File: src/rtl/nes_bus_pkg.sv
// Shared NES CPU-bus constants and the sprite-DMA state type.
package nes_bus_pkg;

    localparam logic [15:0] ADDR_OAMDMA  = 16'h4014;
    localparam logic [15:0] ADDR_OAMDATA = 16'h2004;
    localparam int unsigned OAM_XFER_BYTES = 256;

    typedef enum logic [2:0] {
        DMA_IDLE,
        DMA_HALT,
        DMA_ALIGN,
        DMA_READ,
        DMA_WRITE
    } dma_state_t;

endpackage

File: src/rtl/oam_dma_controller.sv
// Sprite DMA engine: halts the CPU and copies one 256-byte page into PPU OAM,
// arbitrating the cpu_memory port between the CPU and the engine.
module oam_dma_controller
    import nes_bus_pkg::*;
#(
    parameter logic [15:0] DMA_REG_ADDR = ADDR_OAMDMA,
    parameter int unsigned XFER_BYTES   = OAM_XFER_BYTES
) (
    input  logic        CLK,
    input  logic        RESET,
    input  logic [15:0] cpu_address,
    input  logic [7:0]  cpu_data,
    input  logic        cpu_w,
    input  logic        cpu_r,
    output logic [15:0] mem_address,
    output logic [7:0]  mem_data,
    output logic        mem_w,
    output logic        mem_r,
    input  logic [7:0]  mem_out,
    output logic        cpu_rdy,
    output logic        oam_w,
    output logic [7:0]  oam_data,
    output logic        dma_active
);

    localparam logic [7:0] LAST_COUNT = 8'(XFER_BYTES - 1);

    dma_state_t state;
    logic [7:0] count;
    logic [7:0] page;
    logic       odd;

    // oam_data doubles as the read buffer; oam_w is set on the READ->WRITE edge,
    // so it is high exactly while the state register holds WRITE.
    always_ff @(posedge CLK or posedge RESET) begin
        if (RESET) begin
            state    <= DMA_IDLE;
            count    <= 8'h00;
            page     <= 8'h00;
            odd      <= 1'b0;
            oam_w    <= 1'b0;
            oam_data <= 8'h00;
        end else begin
            odd   <= ~odd;
            oam_w <= 1'b0;
            case (state)
                DMA_IDLE: begin
                    if (cpu_w && cpu_address == DMA_REG_ADDR) begin
                        page  <= cpu_data;
                        state <= DMA_HALT;
                    end
                end
                DMA_HALT:  state <= odd ? DMA_ALIGN : DMA_READ;
                DMA_ALIGN: state <= DMA_READ;
                DMA_READ: begin
                    oam_data <= mem_out;
                    oam_w    <= 1'b1;
                    state    <= DMA_WRITE;
                end
                DMA_WRITE: begin
                    if (count == LAST_COUNT) begin
                        count <= 8'h00;
                        state <= DMA_IDLE;
                    end else begin
                        count <= count + 8'h01;
                        state <= DMA_READ;
                    end
                end
                default: state <= DMA_IDLE;
            endcase
        end
    end

    assign cpu_rdy    = (state == DMA_IDLE);
    assign dma_active = ~cpu_rdy;

    // While the engine owns the port, CPU strobes are dropped, not forwarded.
    always_comb begin
        mem_address = cpu_address;
        mem_data    = cpu_data;
        mem_w       = cpu_w;
        mem_r       = cpu_r;
        if (state != DMA_IDLE) begin
            mem_address = {page, count};
            mem_data    = 8'h00;
            mem_w       = 1'b0;
            mem_r       = (state == DMA_READ);
        end
    end

endmodule
File: config.mk
export PLATFORM = sky130hd
export DESIGN_NAME = oam_dma_controller
export DESIGN_NICKNAME = d
export VERILOG_FILES = /design/src/rtl/nes_bus_pkg.sv /design/src/rtl/oam_dma_controller.sv
export SDC_FILE = /design/constraint.sdc
export NUM_CORES = 1
export LEC_CHECK = 0
export ABC_AREA = 1
export CORE_UTILIZATION = 44
export CTS_CLUSTER_DIAMETER = 30
export DETAILED_ROUTE_END_ITERATION = 12
export MAX_ROUTING_LAYER = met4
export PLACE_DENSITY = 0.84
export RECOVER_POWER = 100
export SYNTH_ARGS = -nofsm -noshare
export SYNTH_HDL_FRONTEND = slang
export SYNTH_SLANG_ARGS = --single-unit
export TNS_END_PERCENT = 1
File: constraint.sdc
create_clock -name CLK -period 3.3 [get_ports CLK]
set_input_delay 0.495 -clock CLK [delete_from_list [all_inputs] [get_ports CLK]]
set_output_delay 0.495 -clock CLK [all_outputs]
set_load 0.01 [all_outputs]
Word level (Yosys, flattened, before mapping) --
Cells that the tools add are included.
Word-level totals: flip-flop bits (word level) 29, output and inout port bits 37
Operators by class: add/subtract/negate cells 1, equality and inequality tests 7, mux-type cells 10, bitwise logic cells 2, reductions and logical operators 4
Operators by type and width (number):
- == test 16 x 15 -> 1 bit (second input constant) | 1
- 2-to-1 mux 16 bit | 1
- 2-to-1 mux 8 bit | 2
- case mux 3 bit (5 select lines) | 1
- adder 8 x 1 -> 8 bit (second input constant) | 1
- == test 8 bit (second input constant) | 1
- == test 3 x 2 -> 1 bit (second input constant) | 2
- 2-to-1 mux 1 bit | 4
- == test 3 x 1 -> 1 bit (second input constant) | 1
- == test 3 bit (second input constant) | 1
- zero test 3 bit | 1
- 2-to-1 mux 3 bit | 1
- nonzero test 3 bit | 1
- 2-to-1 mux 2 bit | 1
- != test 2 x 1 -> 1 bit (second input constant) | 1
- inverter 1 bit | 2
- AND reduction 2 bit | 1
- logical AND 1 bit | 1

Longest topological paths before layout --
depth in word-level cells 4, depth in mapped cells 8, depth with buffers taken out 8

Worst setup path after synthesis --
No wires, ideal clock.
path type register to output, start point register state[0], end point output port mem_data[0], arrival time 1.187 ns, required time 2.805 ns, slack 1.618 ns, stages on the path, launching flop included 7, cells stage by stage dfrtp_1 inv_1 nand2_2 nor2_4 inv_2 buf_6 nor2_1
On the way: cells in the longest elaborated chain, start to end 2
Ends and longest elaborated chain:
- start, declared | RTL line oam_dma_controller.sv:28 | dma_state_t state;
- start signal, assigned | RTL line oam_dma_controller.sv:53 | DMA_HALT: state <= odd ? DMA_ALIGN : DMA_READ;
- nonzero test 3 bit | RTL line oam_dma_controller.sv:83 | if (state != DMA_IDLE) begin
- 2-to-1 mux 8 bit | RTL line oam_dma_controller.sv:83
- end, declared | RTL line oam_dma_controller.sv:16 | output logic [7:0] mem_data,
Every way passes these cells.

Worst setup path in the final report --
start point register state[0], end point output port mem_address[14]
On the way: cells in the longest elaborated chain, start to end 2
Ends and longest elaborated chain:
- nonzero test 3 bit | RTL line oam_dma_controller.sv:83
- 2-to-1 mux 16 bit | RTL line oam_dma_controller.sv:83
- end, declared | RTL line oam_dma_controller.sv:15 | output logic [15:0] mem_address,
Every way passes these cells.

==> impl_results.md <==
* Outcome: finished with violations
* Failing checks: capacitance limit, slew limit
* Sequential cell area at around 730 um^2
* R2R Path Start: state[0]
* Final hold vios at 0
* Yosys cell types at 22
* Cells after Synth at between 200 and 250
* Normalized max-slew margin at -1.49%
* Reg clk slew, reported paths at roughly 0.080 ns
* Most common cell after layout, fill and taps aside: nand2_1
* Die W at 62.3 um
* Most frequent cells in the layout: nand2_1, clkdlybuf4s50_1, dlygate4sd3_1, dfrtp_1, inv_1
* Drt pass-1 iters at 4
* Routed WL at roughly 4 mm
* # port buffers at slightly above 70
* Seq cells post-synth at 29
* Peak Freq at ~0.36 GHz
* Die Ht at about 62 um
* Clock skew at around 0.011 ns
* CTS tree: built
* Post-layout min period at about 2.8 ns
* Cells along the critical path: inv_1 -> nand2_2 -> nor2_4 -> inv_1 -> nand2_1 -> o21ai_0 -> dlygate4sd3_1
* Hold Path Cell Cnt at 1
* Bufs on Longest Clock Path at 2
* Total GRT Usage at 23.6%
* # fillers at between 300 and 400
* Number of post-CTS setup repair buffers at 0
* Leak at roughly 1.3 nW
* Mapped cell area at 1600 um^2
* Setup violators final at 0
* CTS sink cnt at 29
* Final layout net count at between 300 and 400
* Dpl ws at ~1.0 ns
* CP startpoint kind: flop
* Worst R2R End: page[1]
* Area of the multi-input gates at a little over 700 um^2
* Starting Density at 46.8%
* P&R area growth vs syn at 48.2%
* Vias/cell at between 4 and 5
* Largest net degree at the start of global routing at 30
* Average wire per standard cell at 11.5 um
* Reg2Reg Depth at 7
* CP required at around 2.8 ns
* Register area share after synthesis at between 40% and 50%
* Num rows at 21
* RePlAce Congestion at 0.802
* Mean area per synthesized cell at about 7.1 um^2
* Max Cap Viol at 1
* Critical Path Fanout Max at 28
* Crit path DAT at 2.29 ns
* Drt initial violations at between 90 and 100
* CTS H-tree depth at 2
* Final Max Slew Viols at 30
* Hpwl dp at 2.99 mm
* Resize count post-CTS at 0
* Worst slew pin tran at ~1.5 ns
* Pwr dens at roughly 670 nW/um^2
* Hold Path End: odd
* Internal reg-to-reg setup slack at around 1.5 ns
* Final Cycle Share at a little over four fifths
* Skew-Pair Late Insertion Delay at roughly 0.33 ns
* Critical Path Most Common Cell: inv_1
* Num ports at 73
* Vias in the first global route at around 1500
* TritonCTS Buffers at 5
* Worst setup margin at around 0.5 ns
* Initial antenna violation count at 0
* Hold Path Class: flop to flop
* Syn. warnings at 0
* Diode count at 0
* VDD IR-drop max at 485 uV
* Root buf cell: clkbuf_4
* ANT nets after route at 0
* Setup crit end kind: primary output
* Die area at 3880 um^2
* Hold_sp: odd
* Post-CTS Hold Buffers at 0
* Grt total ovfl at 0
* Fin Setup TNS at 0 ns
* Core footprint at roughly 3400 um^2
* Syn nets at ~260
* Vias at about 1600
* DRC viols at 0
* Critical setup path kind: flop to primary output
* Global-route wire length before repair at 6.93 mm
* RSZ-0062 raised after global routing: false
* Worst path slowest cell: dlygate4sd3_1
* Critical Path Max Stage Delay at roughly 0.64 ns
* Tot Pwr at between 1.5 and 2 mW
* Layout cell share with drive strength beyond 1 at roughly 3.7%
==> state kept, by name, summed over array words and instances (netlist names) <==
signal,flops
odd,1
page,8
oam_w,1
state,3
count,8
oam_data,8
==> worst max-delay path by stage <==
stage	from	end	slack, ns
after CTS	state[0]	mem_address[14]	0.75
after global placement	cpu_address[0]	mem_address[0]	1.07
after detailed placement	cpu_address[0]	mem_address[0]	1.05
after global routing	state[0]	mem_address[15]	0.31
final	state[0]	mem_address[14]	0.51
after floorplan	state[0]	mem_data[0]	1.62
==> synth_stat cells (all sizes together) <==
| cell type | n | area [um^2] |
|---|---|---|
| inv | 24 | 90.1 |
| clkbuf | 1 | 3.75 |
| o21ai | 7 | 35.0 |
| nand4 | 8 | 50.1 |
| a21oi | 2 | 10.0 |
| clkinv | 1 | 3.75 |
| a31oi | 1 | 6.26 |
| nor2 | 23 | 98.8 |
| buf | 4 | 41.3 |
| ha | 1 | 12.5 |
| xor2 | 2 | 17.5 |
| nor3 | 1 | 16.3 |
| nand2 | 107 | 404 |
| nand3 | 11 | 67.6 |
| xnor2 | 2 | 17.5 |
| dfrtp | 29 | 726 |
==> kinds of logic after synthesis <==
kind of cell               after synthesis  synth area share, %
AOI/OAI and AO/OA                       10                 3.21
xor gates and xnor gates                 4                 2.19
adders and majority gates                1                0.782
buffers and inverters                   30                 8.68
DFF                                     29                 45.3
and+or+nand+nor                        150                 39.8
==> critical path, delay by kind of cell (launching register included) <==
kind,cells,cell delay (ns)
buf+inv,3,1.28
flops,1,0.36
simple gates,3,0.22
compound gates,1,0.10
==> routing by layer <==
metal / share of wire [%] / GRT usage, % / vias to the layer above / wire, um
met5: 0 / - / - / 0
met4: 1.8 / 8.43 / 0 / 70
met3: 7.5 / 8.09 / 7 / 300
met2: 48 / 37.8 / 62 / 1900
met1: 43 / 27.4 / 710 / 1710
li1: - / - / 843 / -
==> per-stage QoR <==
step	hold slack, ns	util, %	instances	cell area (um^2)
final	0.413	69.4	346	2370
after global routing	0.427	69.4	346	2370
after CTS	0.414	70.4	346	2400
after detailed placement	0.403	68.8	339	2350
after global placement	0.399	68.8	339	2350
after floorplan	0.382	-	224	1600
==> area by class of cell <==
cell class              count  share of cell area (%)
repair buffers             74                    30.8
flip-flops and latches     29                    30.6
multi-input cells         165                    29.9
inverters                  25                    3.96
well taps                  46                    2.43
clock buffers               7                    2.32
==> report_power, final <==
part	total (mW)	switching [mW]	leakage, nW	internal, mW
clock	0.215	0.115	0.0314	0.100
sequential	0.494	0.0549	0.380	0.439
combinational	0.877	0.477	0.862	0.400
total	1.59	0.647	1.27	0.939
(Power assumes the default switching activity.)
